==> config.mk <==
export PLATFORM = sky130hd
export DESIGN_NAME = fxp_arith_unit
export DESIGN_NICKNAME = d
export VERILOG_FILES = /design/src/rtl/fxp_pkg.sv /design/src/rtl/fxp_serial_div.sv /design/src/rtl/fxp_arith_unit.sv
export SDC_FILE = /design/constraint.sdc
export NUM_CORES = 2
export LEC_CHECK = 0
export BUFFER_PORTS_ARGS = -buffer_cell sky130_fd_sc_hd__buf_2
export CORE_UTILIZATION = 45
export CTS_CLUSTER_SIZE = 16
export DETAILED_ROUTE_END_ITERATION = 10
export PLACE_DENSITY_LB_ADDON = 0.12
export SETUP_SLACK_MARGIN = 0.3
export SLEW_MARGIN = 25
export SYNTH_ARGS = -nofsm -noshare
export SYNTH_HDL_FRONTEND = slang
export SYNTH_SLANG_ARGS = --single-unit
==> constraint.sdc <==
create_clock -name clk -period 17.92 [get_ports clk]
set_clock_uncertainty 0.05 [all_clocks]
set_input_delay 3.584 -clock clk [delete_from_list [all_inputs] [get_ports clk]]
set_output_delay 3.584 -clock clk [all_outputs]
set_load 0.01 [all_outputs]
==> src/rtl/fxp_pkg.sv <==
// Shared types and helpers for the sign-magnitude fixed-point arithmetic unit.
// Holds the opcode and FSM state enums and the max-magnitude word builder.
package fxp_pkg;

    typedef enum logic [1:0] {
        OP_ADD = 2'b00,
        OP_MUL = 2'b01,
        OP_DIV = 2'b10,
        OP_SUB = 2'b11
    } fxp_op_e;

    typedef enum logic [1:0] {
        ST_IDLE = 2'd0,
        ST_ALU  = 2'd1,
        ST_MUL2 = 2'd2,
        ST_DIV  = 2'd3
    } fxp_state_e;

    localparam int FXP_MAX_W = 128;

    // Positive word of width n with every magnitude bit set; callers slice to N.
    function automatic logic [FXP_MAX_W-1:0] fxp_max_word(input int n);
        logic [FXP_MAX_W-1:0] w;
        w = '0;
        for (int i = 0; i < FXP_MAX_W; i++) begin
            if (i < n - 1) begin
                w[i] = 1'b1;
            end
        end
        return w;
    endfunction

endpackage

==> src/rtl/fxp_serial_div.sv <==
// Restoring serial divider: one quotient bit per cycle over N-1+Q iterations.
// valid rises after the last iteration and holds until the next load.
module fxp_serial_div
    import fxp_pkg::*;
#(
    parameter int N = 32,
    parameter int Q = 15
) (
    input  logic             clk,
    input  logic             rst,
    input  logic             load,
    input  logic [N+Q-2:0]   dividend,
    input  logic [N-2:0]     divisor,
    output logic [N-2:0]     quotient,
    output logic             ovf,
    output logic             valid
);

    localparam int I  = N - 1 + Q;
    localparam int CW = $clog2(I + 1);
    localparam logic [CW-1:0] LAST_CNT = CW'(I - 1);

    // dq_reg shifts dividend bits out of the top and quotient bits in at the bottom.
    logic [I-1:0]  dq_reg;
    logic [N-2:0]  rem_reg;
    logic [N-2:0]  dvs_reg;
    logic [CW-1:0] cnt_reg;
    logic          run_reg;
    logic          valid_reg;

    logic [N-1:0]  rem_shift;
    logic [N-1:0]  rem_sub;
    logic [N-1:0]  rem_next;
    logic          ge;
    logic          unused_rem_msb;

    always_comb begin
        rem_shift = {rem_reg, dq_reg[I-1]};
        ge        = (rem_shift >= {1'b0, dvs_reg});
        rem_sub   = rem_shift - {1'b0, dvs_reg};
        rem_next  = ge ? rem_sub : rem_shift;
    end

    // The restored remainder is always below the divisor, so its top bit is zero.
    assign unused_rem_msb = rem_next[N-1];

    always_ff @(posedge clk) begin
        if (rst) begin
            dq_reg    <= '0;
            rem_reg   <= '0;
            dvs_reg   <= '0;
            cnt_reg   <= '0;
            run_reg   <= 1'b0;
            valid_reg <= 1'b0;
        end else if (load) begin
            dq_reg    <= dividend;
            rem_reg   <= '0;
            dvs_reg   <= divisor;
            cnt_reg   <= '0;
            run_reg   <= 1'b1;
            valid_reg <= 1'b0;
        end else if (run_reg) begin
            dq_reg  <= {dq_reg[I-2:0], ge};
            rem_reg <= rem_next[N-2:0];
            cnt_reg <= cnt_reg + 1'b1;
            if (cnt_reg == LAST_CNT) begin
                run_reg   <= 1'b0;
                valid_reg <= 1'b1;
            end
        end
    end

    assign quotient = dq_reg[N-2:0];
    assign ovf      = |dq_reg[I-1:N-1];
    assign valid    = valid_reg;

endmodule

==> src/rtl/fxp_arith_unit.sv <==
// Sign-magnitude Q-format add/sub/mul/div unit behind a start/busy/done handshake.
// Define FXP_SATURATE_EN to clamp overflowing results to max magnitude.
module fxp_arith_unit
    import fxp_pkg::*;
#(
    parameter int N = 32,
    parameter int Q = 15
) (
    input  logic         clk,
    input  logic         rst,
    input  logic         start,
    input  logic [1:0]   opcode,
    input  logic [N-1:0] a,
    input  logic [N-1:0] b,
    output logic         busy,
    output logic         done,
    output logic [N-1:0] c,
    output logic         ovf,
    output logic         dbz
);

`ifdef FXP_SATURATE_EN
    localparam bit SAT_EN = 1'b1;
`else
    localparam bit SAT_EN = 1'b0;
`endif

    localparam logic [FXP_MAX_W-1:0] MAX_WORD = fxp_max_word(N);
    localparam logic [N-2:0]         MAX_MAG  = MAX_WORD[N-2:0];

    fxp_state_e     state_reg;
    fxp_op_e        op_reg;
    logic [N-1:0]   a_reg;
    logic [N-1:0]   b_reg;
    logic [2*N-3:0] prod_reg;
    logic [N-1:0]   c_reg;
    logic           ovf_reg;
    logic           dbz_reg;
    logic           done_reg;

    logic           accept;
    logic           div_load;
    logic           sign_a;
    logic           sign_b;
    logic           sign_b_eff;
    logic [N-2:0]   mag_a;
    logic [N-2:0]   mag_b;
    logic [N-1:0]   mag_sum;
    logic           as_sign;
    logic [N-2:0]   as_mag;
    logic           as_ovf;
    logic [2*N-3:0] mul_shift;
    logic [N-2:0]   mul_mag;
    logic           mul_ovf;
    logic [N-2:0]   div_quot;
    logic           div_ovf;
    logic           div_valid;

    // Saturate when enabled, then fold any negative zero to positive zero.
    function automatic logic [N-1:0] pack_result(input logic sign, input logic [N-2:0] mag,
                                                 input logic ovf_flag);
        logic [N-2:0] m;
        m = mag;
        if (ovf_flag && SAT_EN) begin
            m = MAX_MAG;
        end
        return (m == '0) ? {1'b0, m} : {sign, m};
    endfunction

    assign accept   = (state_reg == ST_IDLE) && start;
    assign div_load = accept && (fxp_op_e'(opcode) == OP_DIV) && (b[N-2:0] != '0);

    assign sign_a = a_reg[N-1];
    assign sign_b = b_reg[N-1];
    assign mag_a  = a_reg[N-2:0];
    assign mag_b  = b_reg[N-2:0];

    always_comb begin
        sign_b_eff = sign_b ^ (op_reg == OP_SUB);
        mag_sum    = {1'b0, mag_a} + {1'b0, mag_b};
        as_ovf     = 1'b0;
        as_sign    = sign_a;
        as_mag     = mag_sum[N-2:0];
        if (sign_a == sign_b_eff) begin
            as_ovf = mag_sum[N-1];
        end else if (mag_a >= mag_b) begin
            as_mag = mag_a - mag_b;
        end else begin
            as_mag  = mag_b - mag_a;
            as_sign = sign_b_eff;
        end
    end

    // Product is aligned by dropping Q fraction bits; anything above N-1 bits overflows.
    always_comb begin
        mul_shift = prod_reg >> Q;
        mul_mag   = mul_shift[N-2:0];
        mul_ovf   = |mul_shift[2*N-3:N-1];
    end

    fxp_serial_div #(
        .N(N),
        .Q(Q)
    ) u_div (
        .clk      (clk),
        .rst      (rst),
        .load     (div_load),
        .dividend ({a[N-2:0], {Q{1'b0}}}),
        .divisor  (b[N-2:0]),
        .quotient (div_quot),
        .ovf      (div_ovf),
        .valid    (div_valid)
    );

    always_ff @(posedge clk) begin
        if (rst) begin
            state_reg <= ST_IDLE;
            op_reg    <= OP_ADD;
            a_reg     <= '0;
            b_reg     <= '0;
            prod_reg  <= '0;
            c_reg     <= '0;
            ovf_reg   <= 1'b0;
            dbz_reg   <= 1'b0;
            done_reg  <= 1'b0;
        end else begin
            done_reg <= 1'b0;
            case (state_reg)
                ST_IDLE: begin
                    if (accept) begin
                        op_reg    <= fxp_op_e'(opcode);
                        a_reg     <= a;
                        b_reg     <= b;
                        state_reg <= div_load ? ST_DIV : ST_ALU;
                    end
                end
                ST_ALU: begin
                    if (op_reg == OP_MUL) begin
                        prod_reg  <= {{(N-1){1'b0}}, mag_a} * {{(N-1){1'b0}}, mag_b};
                        state_reg <= ST_MUL2;
                    end else begin
                        // Only a zero-divisor divide reaches ALU with a divide opcode.
                        if (op_reg == OP_DIV) begin
                            c_reg   <= {sign_a, MAX_MAG};
                            ovf_reg <= 1'b1;
                            dbz_reg <= 1'b1;
                        end else begin
                            c_reg   <= pack_result(as_sign, as_mag, as_ovf);
                            ovf_reg <= as_ovf;
                            dbz_reg <= 1'b0;
                        end
                        done_reg  <= 1'b1;
                        state_reg <= ST_IDLE;
                    end
                end
                ST_MUL2: begin
                    c_reg     <= pack_result(sign_a ^ sign_b, mul_mag, mul_ovf);
                    ovf_reg   <= mul_ovf;
                    dbz_reg   <= 1'b0;
                    done_reg  <= 1'b1;
                    state_reg <= ST_IDLE;
                end
                ST_DIV: begin
                    if (div_valid) begin
                        c_reg     <= pack_result(sign_a ^ sign_b, div_quot, div_ovf);
                        ovf_reg   <= div_ovf;
                        dbz_reg   <= 1'b0;
                        done_reg  <= 1'b1;
                        state_reg <= ST_IDLE;
                    end
                end
                default: state_reg <= ST_IDLE;
            endcase
        end
    end

    assign busy = (state_reg != ST_IDLE);
    assign done = done_reg;
    assign c    = c_reg;
    assign ovf  = ovf_reg;
    assign dbz  = dbz_reg;

endmodule

* Word-level counts from Yosys, hierarchy flattened
Index checks and enable logic that the tools add are counted.
Storage, ports and cells: bits of input ports 69, logic and storage cells 91, output and inout bits 36, register bits after elaboration 281
Cells by class: reduce and logical (&&, ||, !) cells 19, equality and inequality tests 12, mux-type cells 34, magnitude comparators 2, multiply operators 1, bitwise operators 2, add/sub/neg operators 5
Operators with widths (count):
- 2-to-1 mux 32 bit | 6
- one-hot mux 32 bit (3 select lines) | 1
- logical NOT 31 bit | 3
- 2-to-1 mux 31 bit | 3
- subtractor 31 bit | 3
- 2-to-1 mux 46 bit | 2
- multiplier 31 x 31 -> 62 bit | 1
- adder 31 x 31 -> 32 bit | 1
- greater-or-equal comparator 32 x 31 -> 1 bit | 1
- greater-or-equal comparator 31 bit | 1
- nonzero test 31 bit | 1
- OR reduction 16 bit | 1
- OR reduction 15 bit | 1
- 2-to-1 mux 1 bit | 14
- == test 2 bit, second input constant | 5
- one-hot mux 1 bit (3 select lines) | 3
- 2-to-1 mux 2 bit | 4
- one-hot mux 2 bit (4 select lines) | 1
- AND reduction 2 bit | 4
- adder 6 x 1 -> 6 bit, second input constant | 1
- == test 6 bit, second input constant | 1
- == test 2 x 1 -> 1 bit, second input constant | 2
- != test 2 bit, second input constant | 2
- nonzero test 2 bit | 2
- other kinds (8) | 11

* Longest topological paths before layout
depth after elaboration 9, gate-level depth with buffers 32, gate-level depth less buffers 30

* Cells and area by module
Synthesis repeated with hierarchy kept, for this count alone.
Second synthesis, totals: cells, all modules 5728, area total of the unflattened synthesis 47466.8 um^2
Modules (own cells, without submodules):
- fxp_arith_unit | area an instance 40467.6 um^2, cells each 4853, instances 1, seq. area each 3002.9 um^2
- fxp_serial_div | area an instance 6999.2 um^2, cells each 875, instances 1, seq. area each 2322.2 um^2

* Least setup slack after synthesis
OpenSTA, ideal clock, no wires.
kind register -> register, from reg a_reg[24], to reg prod_reg[61], path slack 10.008 ns, stages on the path, launching flop included 29, arrival time 7.777 ns, required time 17.784 ns, period minus slack after synthesis 7.912 ns, cell sequence dfxtp_1 > clkbuf_1 > buf_1 > nand2_1 > fa_1 > inv_1 > fa_1 > inv_1 > fa_1 > inv_1 > fa_1 > fa_1 > fa_1 > fa_1 > fa_1 > ha_1 > clkbuf_1 > a21oi_1 > o21ai_0 > a2111oi_0 > or4_1 > o211ai_1 > a2111o_1 > a21oi_1 > o21ai_0 > a21o_1 > a21oi_1 > xnor2_1 > a211oi_1
Between the ends: cells in the longest elaborated chain, start to end 1
RTL lines:
- start: declaration | RTL line fxp_arith_unit.sv:33 | logic [N-1:0] a_reg;
- start signal: assignment | RTL line fxp_arith_unit.sv:119 | a_reg <= '0;
- start signal: assignment | RTL line fxp_arith_unit.sv:132 | a_reg <= a;
- multiplier 31 x 31 -> 62 bit | RTL line fxp_arith_unit.sv:139 | prod_reg <= {{(N-1){1'b0}}, mag_a} * {{(N-1){1'b0}}, mag_b};
- end signal: assignment | RTL line fxp_arith_unit.sv:139
- end: declaration | RTL line fxp_arith_unit.sv:35 | logic [2*N-3:0] prod_reg;
Every way passes these cells. A chain may end at the register's enable or synchronous reset.

* Worst setup path after layout
from reg a_reg[12], to reg prod_reg[46]
Same word-level chain as after synthesis.

==> insert_results.sql <==
INSERT INTO impl_metrics (metric_group, metric, value, unit) VALUES
('status', 'run_status', 'finished clean', ''),
('clocking', 'cts.root.buffer_cell', 'sky130_fd_sc_hd__clkbuf_16', ''),
('routing', 'met1Wirelength', '72.2', 'mm'),
('floorplan', 'ioPinCount', '105', ''),
('routing', 'dr_wl_met3', '16.5', 'mm'),
('power_and_ir_drop', 'p_seq_share', '24.0', '%'),
('routing', 'drt_pre_antenna_iters', '6', ''),
('placed_design', 'numPlacedInstances', '6831', ''),
('power_and_ir_drop', 'p_leak', '23.3', 'nW'),
('clocking', 'post-cts-setup-buffers', '0', ''),
('power_and_ir_drop', 'switching_share_of_power', '46.5', '%'),
('placed_design', 'detailed_place.area', '48400', 'sq um'),
('global_routing', 'antenna_found_initial', '7', ''),
('power_and_ir_drop', 'power_density', '55.5', 'nW/um^2'),
('power_and_ir_drop', 'comb_power_share', '51.7', '%'),
('floorplan', 'floorplan.rows', '117', ''),
('final_layout', 'multi_input_area', '36400', 'sq um'),
('routing', 'routed_wl', '173', 'mm'),
('routing', 'vias_per_instance', '5.70', ''),
('power_and_ir_drop', 'internal_power', '1.47', 'mW'),
('setup_path', 'worst_ep_arrival_time', '10.71', 'ns'),
('final_layout', 'fill_cells', '10300', ''),
('routing', 'wire_per_inst', '25.2', 'um'),
('setup_path', 'r2r_cells', '26', ''),
('logic_synthesis', 'synth_edf_count', '0', ''),
('sta', 'timing.final.setup_violations', '0', ''),
('final_layout', 'post_route_cells_drive_above_1_share', '6.02', '%'),
('global_routing', 'largest_net_degree_at_the_start_of_global_routing', '90', ''),
('routing', 'drt_first_iter_violations', '3430', ''),
('setup_path', 'critPathCaptureType', 'register', ''),
('routing', 'dr_top_layer', 'met5', ''),
('final_layout', 'regArea', '5330', 'sq um'),
('power_and_ir_drop', 'power.share.clock', '24.3', '%'),
('setup_path', 'timing_worst_setup_path_type', 'register to register', ''),
('routing', 'met2_wirelength', '76.0', 'mm'),
('clocking', 'cts_made_buffers', '29', ''),
('floorplan', 'die-width', '323', 'um'),
('final_layout', 'post-route-cell-area', '49400', 'sq um'),
('clocking', 'clock_sinks', '266', ''),
('clocking', 'worst_skew_pair.late_latency', '0.63', 'ns'),
('clocking', 'cts_repair_resizes', '0', ''),
('clocking', 'clkTransAtPathRegs', '0.07', 'ns'),
('sta', 'finalHoldViolCount', '0', ''),
('global_routing', 'grt_overflow', '0', ''),
('placed_design', 'dp.final_hpwl', '135', 'mm'),
('flow_run', 'cap_viol_max_count', '0', ''),
('final_layout', 'syn2layout_area_growth', '6.59', '%'),
('floorplan', 'design.core.area', '102000', 'sq um'),
('logic_synthesis', 'synth.cell_area', '46400', 'sq um'),
('clocking', 'cts_tree', 'yes', ''),
('final_layout', 'layout.nets', '6781', ''),
('clocking', 'clock_tree.buffer_depth', '3', ''),
('sta', 'final-max-slew-violation-count', '0', ''),
('routing', 'final_antenna_net_count', '0', ''),
('sta', 'setup_repair_after_global_routing_missed_its_margin', 'false', ''),
('floorplan', 'initial_core_util', '45.4', '%'),
('sta', 'worst_slew_margin', '25.9', '%'),
('setup_path', 'worstPathMaxFanout', '17', ''),
('power_and_ir_drop', 'net_switching', '1.28', 'mW'),
('placed_design', 'gpl.final_weighted_congestion', '0.999', ''),
('global_routing', 'grtUsageTotal', '33.9', '%'),
('sta', 'fmax', '0.0977', 'GHz'),
('logic_synthesis', 'ys_seq_elements', '266', ''),
('final_layout', 'most-common-layout-cells', '907 x sky130_fd_sc_hd__inv_1, 839 x sky130_fd_sc_hd__fa_1, 780 x sky130_fd_sc_hd__nand2_1', ''),
('clocking', 'ctsHoldBuffers', '0', ''),
('logic_synthesis', 'synth_cell_types', '85', ''),
('final_layout', 'final-instance-count-excl-fill', '6885', ''),
('routing', 'drt_drc_violations_left', '0', ''),
('hold_path', 'cell_depth_of_the_worst_hold_path', '2', ''),
('logic_synthesis', 'syn_avg_cell_area', '8.35', 'sq um'),
('floorplan', 'dieHeight', '323', 'um');
==> final timing paths <==
check / startpoint / end / slack, ns
worst max register to register: a_reg[12] / prod_reg[46] / 7.68
worst min register to register: prod_reg[50] / prod_reg[50] / 0.40
worst min-delay path: prod_reg[50] / prod_reg[50] / 0.40
worst max-delay path: a_reg[12] / prod_reg[46] / 7.68
==> final cells by class <==
cell class                      instances  share of cell area [%]
Tap cell                             1368                    3.46
Inverter                              933                    7.09
Clock buffer                           33                    1.58
Timing Repair Buffer                  230                    2.98
Sequential cell                       266                    10.8
Multi-Input combinational cell       4034                    73.6
Clock inverter                         21                   0.496
==> Yosys cell counts (all sizes together), types with 8 or more instances <==
| master | n | area (sq um) |
|---|---|---|
| xor2 | 30 | 278 |
| nor2b | 21 | 131 |
| and2 | 27 | 169 |
| and4 | 8 | 70.1 |
| mux2i | 132 | 1320 |
| buf | 55 | 249 |
| o211ai | 22 | 165 |
| nand2 | 781 | 2930 |
| inv | 910 | 3420 |
| clkbuf | 263 | 987 |
| and3 | 12 | 80.1 |
| a211o | 8 | 70.1 |
| a311oi | 9 | 85.1 |
| or3 | 15 | 93.8 |
| a221oi | 13 | 138 |
| o21a | 27 | 203 |
| nor3 | 38 | 190 |
| nor4 | 45 | 309 |
| or4 | 9 | 67.6 |
| clkinv | 23 | 86.3 |
| o31ai | 13 | 97.6 |
| o21bai | 29 | 218 |
| a21oi | 268 | 1350 |
| fa | 839 | 16800 |
| a21o | 61 | 458 |
| nand4 | 41 | 257 |
| xnor2 | 77 | 674 |
| dfxtp | 266 | 5330 |
| o21ai | 126 | 631 |
| nand3 | 33 | 170 |
| ha | 379 | 4740 |
| a31oi | 20 | 125 |
| a2111oi | 9 | 78.8 |
| or2 | 9 | 56.3 |
| nand2b | 25 | 156 |
| nor2 | 732 | 2750 |
| a211oi | 91 | 688 |
==> critical path: stages (launching register included) <==
cell	delay, ns
sky130_fd_sc_hd__dfxtp_1	0.81
sky130_fd_sc_hd__clkinv_1	0.86
sky130_fd_sc_hd__buf_4	0.46
sky130_fd_sc_hd__nor2_1	0.16
sky130_fd_sc_hd__fa_1	0.46
sky130_fd_sc_hd__fa_1	0.51
sky130_fd_sc_hd__fa_1	0.52
sky130_fd_sc_hd__inv_1	0.05
sky130_fd_sc_hd__fa_1	0.47
sky130_fd_sc_hd__inv_1	0.05
sky130_fd_sc_hd__fa_1	0.51
sky130_fd_sc_hd__inv_1	0.06
sky130_fd_sc_hd__fa_1	0.53
sky130_fd_sc_hd__inv_1	0.06
sky130_fd_sc_hd__fa_1	0.50
sky130_fd_sc_hd__fa_1	0.43
sky130_fd_sc_hd__ha_1	0.40
sky130_fd_sc_hd__nand4_1	0.15
sky130_fd_sc_hd__nor3_1	0.17
sky130_fd_sc_hd__a221o_1	0.20
sky130_fd_sc_hd__and2_1	0.25
sky130_fd_sc_hd__o2bb2ai_1	0.34
sky130_fd_sc_hd__a21oi_1	0.27
sky130_fd_sc_hd__o21ai_1	0.85
sky130_fd_sc_hd__a221oi_1	0.33
sky130_fd_sc_hd__or4_1	0.48
sky130_fd_sc_hd__a31oi_1	0.19
==> power by group through the flow <==
stage	registers [mW]	clock network (mW)	logic [mW]
final	0.659	0.666	1.42
after floorplan	0.660	0	0.911
after global placement	0.671	0	1.38
after detailed placement	0.672	0	1.38
after CTS	0.658	0.676	1.39
after global routing	0.662	0.698	1.54
==> layer usage <==
| metal | vias up | track usage [%] |
|---|---|---|
| li1 | 17300 | - |
| met1 | 19800 | 46.2 |
| met2 | 1777 | 52.8 |
| met3 | 375 | 6.52 |
| met4 | 10 | 14.1 |
| met5 | - | 0 |
==> cells by family after synthesis <==
logic type               synth area share (%)
AO/OA/AOI/OAI                            10.6
XOR/XNOR                                 2.05
adder cells (fa/ha/maj)                  46.4
buffers and inverters                    10.2
flip-flops                               11.5
multiplexers                             2.99
AND/OR/NAND/NOR                          16.2
==> through the flow <==
step	power (mW)	setup WS, ns	hold slack [ns]	utilization (%)
4_1_cts	2.73	7.68	0.407	48.4
5_1_grt	2.90	7.30	0.420	48.4
3_5_place_dp	2.05	7.72	0.398	47.4
3_3_place_gp	2.05	7.23	0.393	47.4
2_1_floorplan	1.57	10.01	0.377	-
6_report	2.74	7.68	0.404	48.4
Power figures use the tool's default switching activity.
